==> src/rtl/seg7_scan_driver_if.sv <==
// Display-side bundle for seg7_scan_driver: symbol/dp/blink inputs from game logic, pin outputs to the board.
interface seg7_scan_driver_if #(
    parameter int unsigned NUM_DIGITS = 4
);
    logic [5*NUM_DIGITS-1:0] num;
    logic [NUM_DIGITS-1:0]   dp_in;
    logic                    load;
    logic [NUM_DIGITS-1:0]   blink_mask;
    logic [6:0]              seg;
    logic                    dp;
    logic [NUM_DIGITS-1:0]   an;
    logic                    frame_done;

    modport master (
        output num, dp_in, load, blink_mask,
        input  seg, dp, an, frame_done
    );

    modport slave (
        input  num, dp_in, load, blink_mask,
        output seg, dp, an, frame_done
    );
endinterface

==> src/rtl/seg7_scan_driver.sv <==
// Time-multiplexed N-digit 7-segment driver with anti-ghost blanking, per-digit blink
// and double-buffered symbol loading that only takes effect at frame boundaries.
module seg7_scan_driver #(
    parameter int unsigned NUM_DIGITS    = 4,
    parameter int unsigned REFRESH_DIV   = 100000,
    parameter int unsigned BLANK_CYCLES  = 500,
    parameter int unsigned BLINK_FRAMES  = 50,
    parameter bit          INVERT_SEG    = 1'b0,
    parameter bit          AN_ACTIVE_LOW = 1'b1
) (
    input logic                clk,
    input logic                rst,
    seg7_scan_driver_if.slave  bus
);
    localparam int unsigned SLOT_W = $clog2(REFRESH_DIV);
    localparam int unsigned IDX_W  = (NUM_DIGITS > 1) ? $clog2(NUM_DIGITS) : 1;
    localparam int unsigned FRM_W  = (BLINK_FRAMES > 1) ? $clog2(BLINK_FRAMES) : 1;

    localparam logic [4:0]            SYM_BLANK = 5'd31;
    localparam logic [6:0]            SEG_OFF   = INVERT_SEG ? 7'h00 : 7'h7F;
    localparam logic                  DP_OFF    = ~INVERT_SEG;
    localparam logic [NUM_DIGITS-1:0] AN_OFF    = AN_ACTIVE_LOW ? {NUM_DIGITS{1'b1}} : {NUM_DIGITS{1'b0}};

    logic [SLOT_W-1:0]     slot_cnt;
    logic [IDX_W-1:0]      idx;
    logic [FRM_W-1:0]      frame_cnt;
    logic                  blink_phase;
    logic                  pending;
    logic                  wrapped;
    logic [4:0]            active [NUM_DIGITS];
    logic [4:0]            shadow [NUM_DIGITS];
    logic [NUM_DIGITS-1:0] act_dp;
    logic [NUM_DIGITS-1:0] sh_dp;

    logic [6:0]            seg_q;
    logic                  dp_q;
    logic [NUM_DIGITS-1:0] an_q;
    logic                  frame_done_q;

    logic                  slot_end_c;
    logic                  frame_end_c;
    logic [6:0]            seg_c;
    logic                  dp_c;
    logic [NUM_DIGITS-1:0] an_hot_c;
    logic [NUM_DIGITS-1:0] an_c;

    // Active-low segment pattern, bit6 = a .. bit0 = g
    function automatic logic [6:0] decode(input logic [4:0] code);
        case (code)
            5'd0:    decode = 7'b0000001;
            5'd1:    decode = 7'b1001111;
            5'd2:    decode = 7'b0010010;
            5'd3:    decode = 7'b0000110;
            5'd4:    decode = 7'b1001100;
            5'd5:    decode = 7'b0100100;
            5'd6:    decode = 7'b0100000;
            5'd7:    decode = 7'b0001111;
            5'd8:    decode = 7'b0000000;
            5'd9:    decode = 7'b0000100;
            5'd10:   decode = 7'b1000111;
            5'd12:   decode = 7'b1111000;
            5'd13:   decode = 7'b0001000;
            5'd15:   decode = 7'b1111001;
            5'd16:   decode = 7'b1001000;
            5'd17:   decode = 7'b0110000;
            5'd18:   decode = 7'b0110001;
            5'd20:   decode = 7'b0100100;
            5'd21:   decode = 7'b0011000;
            5'd22:   decode = 7'b1110111;
            5'd23:   decode = 7'b0110111;
            default: decode = 7'b1111111;
        endcase
    endfunction

    assign slot_end_c  = (slot_cnt == SLOT_W'(REFRESH_DIV - 1));
    assign frame_end_c = slot_end_c && (idx == IDX_W'(NUM_DIGITS - 1));

    // Next pin values for the current slot; anode held off during blanking and blink-off phase
    always_comb begin
        seg_c    = decode(active[idx]) ^ {7{INVERT_SEG}};
        dp_c     = ~act_dp[idx] ^ INVERT_SEG;
        an_hot_c = '0;
        if ((slot_cnt >= SLOT_W'(BLANK_CYCLES)) && !(blink_phase && bus.blink_mask[idx]))
            an_hot_c[idx] = 1'b1;
        an_c = AN_ACTIVE_LOW ? ~an_hot_c : an_hot_c;
    end

    always_ff @(posedge clk) begin
        if (rst) begin
            slot_cnt     <= '0;
            idx          <= '0;
            frame_cnt    <= '0;
            blink_phase  <= 1'b0;
            pending      <= 1'b0;
            wrapped      <= 1'b0;
            act_dp       <= '0;
            sh_dp        <= '0;
            seg_q        <= SEG_OFF;
            dp_q         <= DP_OFF;
            an_q         <= AN_OFF;
            frame_done_q <= 1'b0;
            for (int i = 0; i < NUM_DIGITS; i++) begin
                active[i] <= SYM_BLANK;
                shadow[i] <= SYM_BLANK;
            end
        end else begin
            slot_cnt <= slot_end_c ? '0 : slot_cnt + SLOT_W'(1);
            if (slot_end_c)
                idx <= frame_end_c ? '0 : idx + IDX_W'(1);

            if (frame_end_c) begin
                if (frame_cnt == FRM_W'(BLINK_FRAMES - 1)) begin
                    frame_cnt   <= '0;
                    blink_phase <= ~blink_phase;
                end else begin
                    frame_cnt <= frame_cnt + FRM_W'(1);
                end
            end

            if (bus.load) begin
                for (int i = 0; i < NUM_DIGITS; i++)
                    shadow[i] <= bus.num[5*i +: 5];
                sh_dp <= bus.dp_in;
            end

            // Active only changes on the frame boundary; a coincident load bypasses the shadow
            if (frame_end_c && bus.load) begin
                for (int i = 0; i < NUM_DIGITS; i++)
                    active[i] <= bus.num[5*i +: 5];
                act_dp  <= bus.dp_in;
                pending <= 1'b0;
            end else if (frame_end_c && pending) begin
                active  <= shadow;
                act_dp  <= sh_dp;
                pending <= 1'b0;
            end else if (bus.load) begin
                pending <= 1'b1;
            end

            wrapped      <= frame_end_c;
            frame_done_q <= wrapped;
            seg_q        <= seg_c;
            dp_q         <= dp_c;
            an_q         <= an_c;
        end
    end

    assign bus.seg        = seg_q;
    assign bus.dp         = dp_q;
    assign bus.an         = an_q;
    assign bus.frame_done = frame_done_q;

endmodule
==> src/flat_wrapper.sv <==
// flat-port wrapper written by rule: the top's interface ports become plain ports
module seg7_scan_driver_flat 
#(
    parameter int unsigned NUM_DIGITS    = 4,
    parameter int unsigned REFRESH_DIV   = 100000,
    parameter int unsigned BLANK_CYCLES  = 500,
    parameter int unsigned BLINK_FRAMES  = 50,
    parameter bit          INVERT_SEG    = 1'b0,
    parameter bit          AN_ACTIVE_LOW = 1'b1
)
  (clk, rst, bus_num, bus_dp_in, bus_load, bus_blink_mask, bus_seg, bus_dp, bus_an, bus_frame_done);
  seg7_scan_driver_if #(.NUM_DIGITS(NUM_DIGITS)) bus_i ();
  input logic clk;
  input logic rst;
  input wire logic [$bits(bus_i.num)-1:0] bus_num;
  input wire logic [$bits(bus_i.dp_in)-1:0] bus_dp_in;
  input wire logic [$bits(bus_i.load)-1:0] bus_load;
  input wire logic [$bits(bus_i.blink_mask)-1:0] bus_blink_mask;
  output wire logic [$bits(bus_i.seg)-1:0] bus_seg;
  output wire logic [$bits(bus_i.dp)-1:0] bus_dp;
  output wire logic [$bits(bus_i.an)-1:0] bus_an;
  output wire logic [$bits(bus_i.frame_done)-1:0] bus_frame_done;
  assign bus_i.num = bus_num;
  assign bus_i.dp_in = bus_dp_in;
  assign bus_i.load = bus_load;
  assign bus_i.blink_mask = bus_blink_mask;
  assign bus_seg = bus_i.seg;
  assign bus_dp = bus_i.dp;
  assign bus_an = bus_i.an;
  assign bus_frame_done = bus_i.frame_done;
  seg7_scan_driver #(.NUM_DIGITS(NUM_DIGITS), .REFRESH_DIV(REFRESH_DIV), .BLANK_CYCLES(BLANK_CYCLES), .BLINK_FRAMES(BLINK_FRAMES), .INVERT_SEG(INVERT_SEG), .AN_ACTIVE_LOW(AN_ACTIVE_LOW)) u_core (.clk(clk), .rst(rst), .bus(bus_i));
endmodule
==> config.mk <==
export PLATFORM = sky130hd
export DESIGN_NAME = seg7_scan_driver_flat
export DESIGN_NICKNAME = d
export VERILOG_FILES = /design/src/rtl/seg7_scan_driver_if.sv /design/src/rtl/seg7_scan_driver.sv /design/src/flat_wrapper.sv
export SDC_FILE = /design/constraint.sdc
export NUM_CORES = 1
export LEC_CHECK = 0
export CORE_MARGIN = 2
export CORE_UTILIZATION = 51
export CTS_CLUSTER_SIZE = 14
export DETAILED_ROUTE_END_ITERATION = 10
export PLACE_DENSITY = 0.73
export REMOVE_ABC_BUFFERS = 1
export SYNTH_ARGS = -nofsm -noshare
export SYNTH_HDL_FRONTEND = slang
export SYNTH_SLANG_ARGS = --single-unit
==> constraint.sdc <==
create_clock -name clk -period 2.1 [get_ports clk]
set_input_delay 0.21 -clock clk [delete_from_list [all_inputs] [get_ports clk]]
set_output_delay 0.21 -clock clk [all_outputs]
set_load 0.01 [all_outputs]
### Word level (Yosys, flattened, before mapping)

Memories as Yosys holds them, arrays and structs flattened. A register that Yosys moved wholly into a read port is not among the register bits.
Cells that the tools add are included.

* reductions and logical operators: 11
* muxes and demuxes: 16
* equality and inequality tests: 3
* add/subtract/negate cells: 3
* bitwise operators: 4
* $lt $le $gt $ge: 4

Operators by type and width (count)
* $mux 20: 2
* $add 17x1->17 const B: 1
* $eq 17x17->1 const B: 1
* $ge 17x9->1 const B: 1
* $mux 4: 3
* $bmux 5 s2: 1
* $mux 5: 2
* $add 6x1->6 const B: 1
* $eq 6x6->1 const B: 1
* $logic_and 1x1->1: 6
* $mux 6: 1
* $bmux 1 s2: 2
* $not 4->4: 1
* $ge 3x3->1 const B: 1
* $lt 2x3->1 const B: 1
* $mux 1: 3
* $not 2->3: 1
* $reduce_or 3->1: 1
* $add 2x1->2 const B: 1
* $demux 1 s2: 1
* $eq 2x2->1 const B: 1
* $ge 2x1->1 const B: 1
* $mux 2: 1
* $not 1->1: 2
* 4 further kinds: 4

* register bits: 82
* memory bits (read-only): 224
* output and inout bits: 13
* word-level logic and storage cells: 61
* memories: 1
* input port bits: 31

Memory list
* (no name shown): depth 32, bits a word 7, read ports 1, clocked after Yosys merged registers in 1, wr ports 0, line seg7_scan_driver.sv:49 `case (code)`

### Longest topological paths before layout

Gate-level depths: netlist of the first run.

* word-level depth: 7
* mapped depth: 8
* depth with buffers taken out: 7

### Worst setup path after synthesis of the first run

Ideal clock, no wire load.

* kind: register to register
* start point: reg u_core.idx[0]
* end point: reg u_core.seg_q[5] (netlist: u_core.bus.seg[5])
* data required time: 1.978 ns
* library setup time: 0.122 ns
* clock period less this slack: 2.039 ns
* cell stages (with the launch flop): 8
* path slack: 0.061 ns
* arrival time: 1.917 ns
* path buffers: 1
* cell sequence: dfxtp_1 -> buf_6 -> mux4_2 -> inv_1 -> ha_1 -> inv_1 -> and2_1 -> o311a_1

* word-level cells in the longest chain between the ends: 4

RTL lines
* start: declaration: line seg7_scan_driver.sv:25 `logic [IDX_W-1:0] idx;`
* start signal: assignment: line seg7_scan_driver.sv:109 `idx <= frame_end_c ? '0 : idx + IDX_W'(1);`
* $not 2->3 (not written as such): line seg7_scan_driver.sv:80 `seg_c = decode(active[idx]) ^ {7{INVERT_SEG}};`
* $bmux 5 s2: line seg7_scan_driver.sv:80
* $mux 5 (not written as such) (2 in a row): line seg7_scan_driver.sv:80
* end: declaration: line seg7_scan_driver.sv:35 `logic [6:0] seg_q;`

Every way passes these cells. The select of a mux whose other input is x is not followed.
A chain may end at the register's enable or synchronous reset.

### Final worst setup path of the first run

* start point: reg u_core.idx[1]
* end point: reg u_core.seg_q[1] (netlist: u_core.bus.seg[1])

Same word-level chain as after synthesis.

==> flow_summary_export.csv, run 1 <==
group,metric,value,unit
finish,final_common_cell,"dfxtp_1",
synthesis,yosys-mux-area-fraction,10.5,%
timing,worst_slew_pin_slew,0.470,ns
cts,cts_root_buffer,"clkbuf_8",
cts,post_cts_buffers,0,
floorplanning,start_util,51.7,%
global_routing,grt_overflow,0,
timing,setup_viol,0,
place,port_buffers,43,
synthesis,seq_area_frac_synth,42.6,%
drt,drtIter0Drc,127,
global_routing,grt_pass1_wl,14800,um
timing,maxSlewHeadroom,68.6,%
synthesis,syn_area,0.00419,mm^2
drt,m1WireLength,4080,um
worst_setup_path,rrSetupSlack,0.12,ns
cts,cts.clk_slew.worst_paths,0.09,ns
finish,drive_above_1_share,12.8,%
global_routing,first_global_vias,3127,
worst_setup_path,ff2ff_path_depth,7,
hold_path,min_from,"u_core.wrapped",
synthesis,synth-async-reset-ratio,0,%
cts,htree_levels,3,
drt,wire_per_inst,14.9,um
pwr,power_leakage,1.90,nW
cts,hold_buffers,0,
hold_path,holdPathStages,1,
cts,clockBufferDepth,2,
worst_setup_path,cp-startpoint,"u_core.idx[1]",
finish,area_growth_syn_to_layout,18.0,%
synthesis,synth_cells,433,
global_routing,grt_max_degree,50,
timing,timing.hold.ws,0.440,ns
worst_setup_path,critPathRequiredTime,2.34,ns
cts,clock_sinks,89,
pwr,power_switching,711,uW
pwr,seqPwrFrac,53.6,%
floorplanning,die-area,0.00895,mm^2
pwr,power.total,3.23,mW
finish,antenna_cells,0,
floorplanning,dieWidth,94.6,um
floorplanning,coreArea,0.00809,mm^2
timing,tns,0,ns
timing,finalHoldViolCount,0,
place,gp_congestion,0.830,
global_routing,antenna_found_initial,0,
drt,top_layer,"met4",
cts,cts_tree,"yes",
finish,finalNetCount,525,
floorplanning,rows,33,
synthesis,synth-edff-count,0,
worst_setup_path,cp.arrival,2.22,ns
pwr,combPwrFrac,5.8,%
drt,vias_per_cell,5.59,
worst_setup_path,critPathKind,"reg -> reg",
hold_path,hold_class,"reg -> reg",
place,dpl.hpwl,6140,um
cts,cts.repair.resized,0,
flow_run,max_cap_viol_count,0,
global_routing,gr-usage-all-layers,21.0,%
worst_setup_path,cp_max_fo,7,
drt,ant_nets,0,
timing,max_freq,505,MHz
pwr,p_per_area,655,mW/mm^2
cts,insertion_delay,0.36,ns
synthesis,avgSynthCellArea,9.67,um^2
drt,totalWireLength,8750,um
drt,drtPass1Iterations,4,
synthesis,ys.flop_type,"dfxtp_1",
synthesis,synth_compound_area_share,11.0,%
timing,period_share,94.3,%
timing,rsz0062_at_grt,"false",
synthesis,synthAdderAreaFrac,4.48,%
pwr,p_int,2.52,mW
synthesis,synth.distinct_cells,58,
timing,clock_skew,0.0105,ns
drt,dr_wl_met3,292,um
pwr,ir_drop,0.000369,V
synthesis,synth-simple-area-share,20.7,%
pwr,clock_power_share,40.6,%
worst_setup_path,crit_path_start_kind,"flop",
cts,cts_made_buffers,9,
synthesis,yosysWarningCount,0,
finish,final_cell_mix,"87 x dfxtp_1, 45 x nor2_1, 43 x clkdlybuf4s50_1",
drt,vias,3290,
floorplanning,fp.dieH,94.6,um
run_status,status,"complete, no violations",
timing,final_max_slew_viol_count,0,
worst_setup_path,r2r_start,"u_core.idx[1]",
synthesis,synth_top_family_by_area,"simple AND/OR/NAND/NOR gates",
drt,dr_wl_met2,4220,um
finish,fin_util,61.0,%
hold_path,min_to,"u_core.bus.frame_done",
floorplanning,ioPinCount,44,
worst_setup_path,worstReg2RegEnd,"u_core.bus.seg[1]",
worst_setup_path,endpoint_kind,"flop",
synthesis,synth_xor_area_share,2.93,%
timing,min_period,1.98,ns
synthesis,ys_seq_elements,89,
pwr,p_sw_share,22.0,%
drt,drc,0,
layer usage:
| layer | GRT usage, % | vias up |
|---|---|---|
| li1 | - | 1644 |
| met1 | 27.5 | 1580 |
| met2 | 34.1 | 53 |
| met3 | 3.91 | 13 |
| met4 | 8.82 | 0 |
| met5 | 0 | - |
synthesized netlist by cell type, types with 2 or more instances:
library cell   instances  area share (%)
and2_1                 3            0.45
xor2_1                11             2.3
dlygate4sd1_1          3            0.63
a311oi_1               4            0.84
a221oi_1               2            0.42
o21ai_0                6            0.72
dfxtp_1               89              43
nand2b_1               2            0.30
xnor2_1                3            0.63
a32o_1                 3            0.72
and3_1                 5            0.75
clkbuf_1               9            0.81
nor2_1                45             4.0
nor2b_1                4            0.60
mux2_4                 2            0.72
mux4_2                 7             3.8
and4_2                 3            0.72
o211ai_1               4            0.72
inv_1                 16             1.4
a21o_1                 2            0.36
a21oi_1               32             3.8
nor4_1                21             3.1
clkbuf_8               9             3.0
buf_6                  2            0.54
nand4_1                6            0.90
and4_1                 3            0.63
a31oi_1                4            0.60
o2111ai_1              2            0.42
nand3_1                5            0.60
nand3b_1               3            0.54
nand2_1               38             3.4
ha_1                  15             4.5
nor3b_1                6             1.1
or4_1                  3            0.54
or3_1                  4            0.60
nor3_1                 4            0.48
buf_2                  8            0.96
mux2i_1               25             6.0
power by group through the flow:
stage          logic [mW]  registers (mW)  clock network [mW]
4_1_cts             0.189            1.73                1.35
6_report            0.188            1.73                1.31
5_1_grt             0.205            1.74                1.41
3_5_place_dp        0.188            1.77                   0
2_1_floorplan      0.0717            1.77                   0
3_3_place_gp        0.185            1.77                   0
flip-flops by register name, indices dropped and copies added, names as in the netlist, 4 cells and up:
name              flops
u_core.bus.seg        7
u_core.shadow        20
u_core.slot_cnt      17
u_core.bus.an         4
u_core.frame_cnt      6
u_core.sh_dp          4
u_core.act_dp         4
u_core.active        20
how the worst max path moves through the flow:
stage          slack (ns)                end  depth (start not counted)
5_1_grt              0.01  u_core.bus.seg[6]                          7
2_1_floorplan       -0.61   u_core.act_dp[0]                          4
3_5_place_dp         0.09  u_core.bus.seg[3]                          7
4_1_cts              0.06  u_core.bus.seg[3]                          7
6_report             0.12  u_core.bus.seg[1]                          7
3_3_place_gp         0.13  u_core.bus.seg[5]                          6
kinds of logic (layout without fill, tap and decap cells):
logic type      after synthesis  after routing
mux                          34             34
flops                        89             89
fa+ha+maj                    15             15
xor+xnor                     14             14
simple gates                161            161
compound gates               70             70
buf+inv                      50            101
through the flow:
| step | setup slack (ns) | cells | cell area (um^2) |
|---|---|---|---|
| 6_report | 0.119 | 589 | 4940 |
| 5_1_grt | 0.0149 | 589 | 4940 |
| 4_1_cts | 0.0560 | 589 | 4940 |
| 3_5_place_dp | 0.0919 | 573 | 4710 |
| 3_3_place_gp | 0.134 | 573 | 4710 |
| 2_1_floorplan | -0.611 | 400 | 3920 |
critical path: stages (launching register included):
cell	delay (ns)
dfxtp_1	0.50
mux4_2	0.33
inv_1	0.09
buf_4	0.15
ha_1	0.23
a21o_1	0.16
a221oi_1	0.25
o211ai_1	0.15
area by class of cell:
| cell class | instances | area (um^2) |
|---|---|---|
| Fill cell | 724 | 3150 |
| Multi-Input combinational cell | 294 | 2080 |
| Sequential cell | 89 | 1780 |
| Timing Repair Buffer | 68 | 656 |
| Clock buffer | 10 | 138 |
| Tap cell | 105 | 131 |
| Clock inverter | 6 | 88.8 |
| Inverter | 17 | 63.8 |
(Power assumes the default switching activity.)
==> inputs of run 2 (changes only) <==
--- a/config.mk
+++ b/config.mk
@@ -7,7 +7,6 @@
 export LEC_CHECK = 0
 export CORE_MARGIN = 2
 export CORE_UTILIZATION = 51
-export CTS_CLUSTER_SIZE = 14
 export DETAILED_ROUTE_END_ITERATION = 10
 export PLACE_DENSITY = 0.73
 export REMOVE_ABC_BUFFERS = 1
==> results of run 2 <==
Final layout, timing and power as in run 1 (identical DEF).
==> inputs of run 3 (changes only) <==
--- a/config.mk
+++ b/config.mk
@@ -5,7 +5,6 @@
 export SDC_FILE = /design/constraint.sdc
 export NUM_CORES = 1
 export LEC_CHECK = 0
-export CORE_MARGIN = 2
 export CORE_UTILIZATION = 51
 export DETAILED_ROUTE_END_ITERATION = 10
 export PLACE_DENSITY = 0.73
==> flow_summary_export.csv, run 3 (synthesized netlist as in run 1, its figures left out) <==
group,metric,value,unit
global_routing,grt_overflow,0,
floorplanning,coreArea,0.00785,mm^2
place,dpl.hpwl,6090,um
drt,ant_nets,0,
cts,cts_tree,"yes",
drt,wire_per_inst,14.6,um
global_routing,grt_pass1_wl,14500,um
drt,drc,0,
worst_setup_path,cp.arrival,2.19,ns
cts,cts_made_buffers,9,
place,port_buffers,43,
timing,tns,0,ns
timing,clock_skew,0.00842,ns
global_routing,grt_max_degree,31,
drt,drtPass1Iterations,4,
finish,finalNetCount,527,
timing,setup_viol,0,
global_routing,antenna_found_initial,0,
floorplanning,ioPinCount,44,
place,dp_slack,0.0273,ns
worst_setup_path,critPathRequiredTime,2.32,ns
cts,htree_levels,3,
finish,final_common_cell,"dfxtp_1",
timing,worst_slew_pin_slew,0.375,ns
cts,clockBufferDepth,2,
cts,hold_buffers,0,
worst_setup_path,endpoint_kind,"flop",
finish,antenna_cells,0,
timing,layout_setup_ws,0.135,ns
timing,max_freq,509,MHz
flow_run,max_cap_viol_count,0,
floorplanning,dieWidth,92.6,um
worst_setup_path,crit_path_start_kind,"flop",
cts,cts_root_buffer,"clkbuf_8",
finish,area_growth_syn_to_layout,18.0,%
timing,min_period,1.96,ns
pwr,power_leakage,1.91,nW
drt,vias,3298,
timing,timing.hold.ws,0.446,ns
finish,top_regs,"u_core.active x20, u_core.shadow x20, u_core.slot_cnt x17",
global_routing,gr-usage-all-layers,21.3,%
worst_setup_path,cp_max_fo,10,
drt,drtIter0Drc,181,
finish,final_cell_area,0.00494,mm^2
pwr,p_per_area,656,mW/mm^2
place,dpl_cell_area,0.00467,mm^2
drt,dr_wl_met3,299,um
pwr,power.total,3.24,mW
finish,final_cell_mix,"88 x dfxtp_1, 45 x nor2_1, 43 x clkdlybuf4s50_1",
drt,top_layer,"met4",
pwr,ir_drop,0.000468,V
drt,totalWireLength,8560,um
cts,clock_sinks,89,
cts,insertion_delay,0.35,ns
global_routing,first_global_vias,3068,
hold_path,hold_class,"reg -> reg",
floorplanning,start_util,53.3,%
run_status,status,"complete, no violations",
timing,rsz0062_at_grt,"false",
timing,period_share,93.6,%
floorplanning,die-area,0.00857,mm^2
drt,dr_wl_met2,3880,um
drt,m1WireLength,4180,um
cts,cts.clk_slew.worst_paths,0.09,ns
floorplanning,fp.dieH,92.6,um
timing,maxSlewHeadroom,74.8,%
worst_setup_path,critPathKind,"reg -> reg",
drt,vias_per_cell,5.61,
timing,final_max_slew_viol_count,0,
timing,finalHoldViolCount,0,
place,gp_congestion,0.861,
floorplanning,rows,32,
finish,drive_above_1_share,13.2,%
[run 3: repair_timing]
item / in CTS / in global routing
buffers inserted: 0 / 4
setup endpoints to repair: 0 / 13
gates resized for setup: 0 / 5
[run 3: per-layer routing]
layer | up-vias | track usage [%]
met4 | 0 | 9.64
met5 | - | 0
met2 | 68 | 33.6
met3 | 19 | 3.20
met1 | 1561 | 28.7
li1 | 1650 | -
[run 3: where the power goes]
part / internal [mW] / switching (mW)
registers: 1.72 / 0.0149
logic: 0.0986 / 0.0905
clock network: 0.739 / 0.580
[run 3: final timing paths]
kind                      endpoint  depth (start not counted)  slack [ns]           start
min reg2reg  u_core.bus.frame_done                          1        0.45  u_core.wrapped
min          u_core.bus.frame_done                          1        0.45  u_core.wrapped
max              u_core.bus.seg[6]                          5        0.14   u_core.idx[0]
max reg2reg      u_core.bus.seg[6]                          5        0.14   u_core.idx[0]
[run 3: final cells by class]
cell class | count | area (um^2)
timing repair buffer | 70 | 649
sequential | 89 | 1780
clock buffer | 12 | 155
tap | 102 | 128
multi-input combinational | 294 | 2090
inverter | 17 | 63.8
clock inverter | 4 | 73.8
fill | 687 | 2910
[run 3: critical path, stage by stage, from the launching register on]
cell       delay [ns]
dfxtp_2          0.37
buf_6            0.17
mux4_2           0.60
o21bai_2         0.24
a2111oi_2        0.37
a311oi_1         0.08
[run 3: per-stage QoR]
stage                     cells  utilization (%)
after CTS                   584             62.4
after detailed placement    568             59.5
after global routing        588             63.0
after floorplan             400                -
after global placement      568             59.5
final                       588             63.0
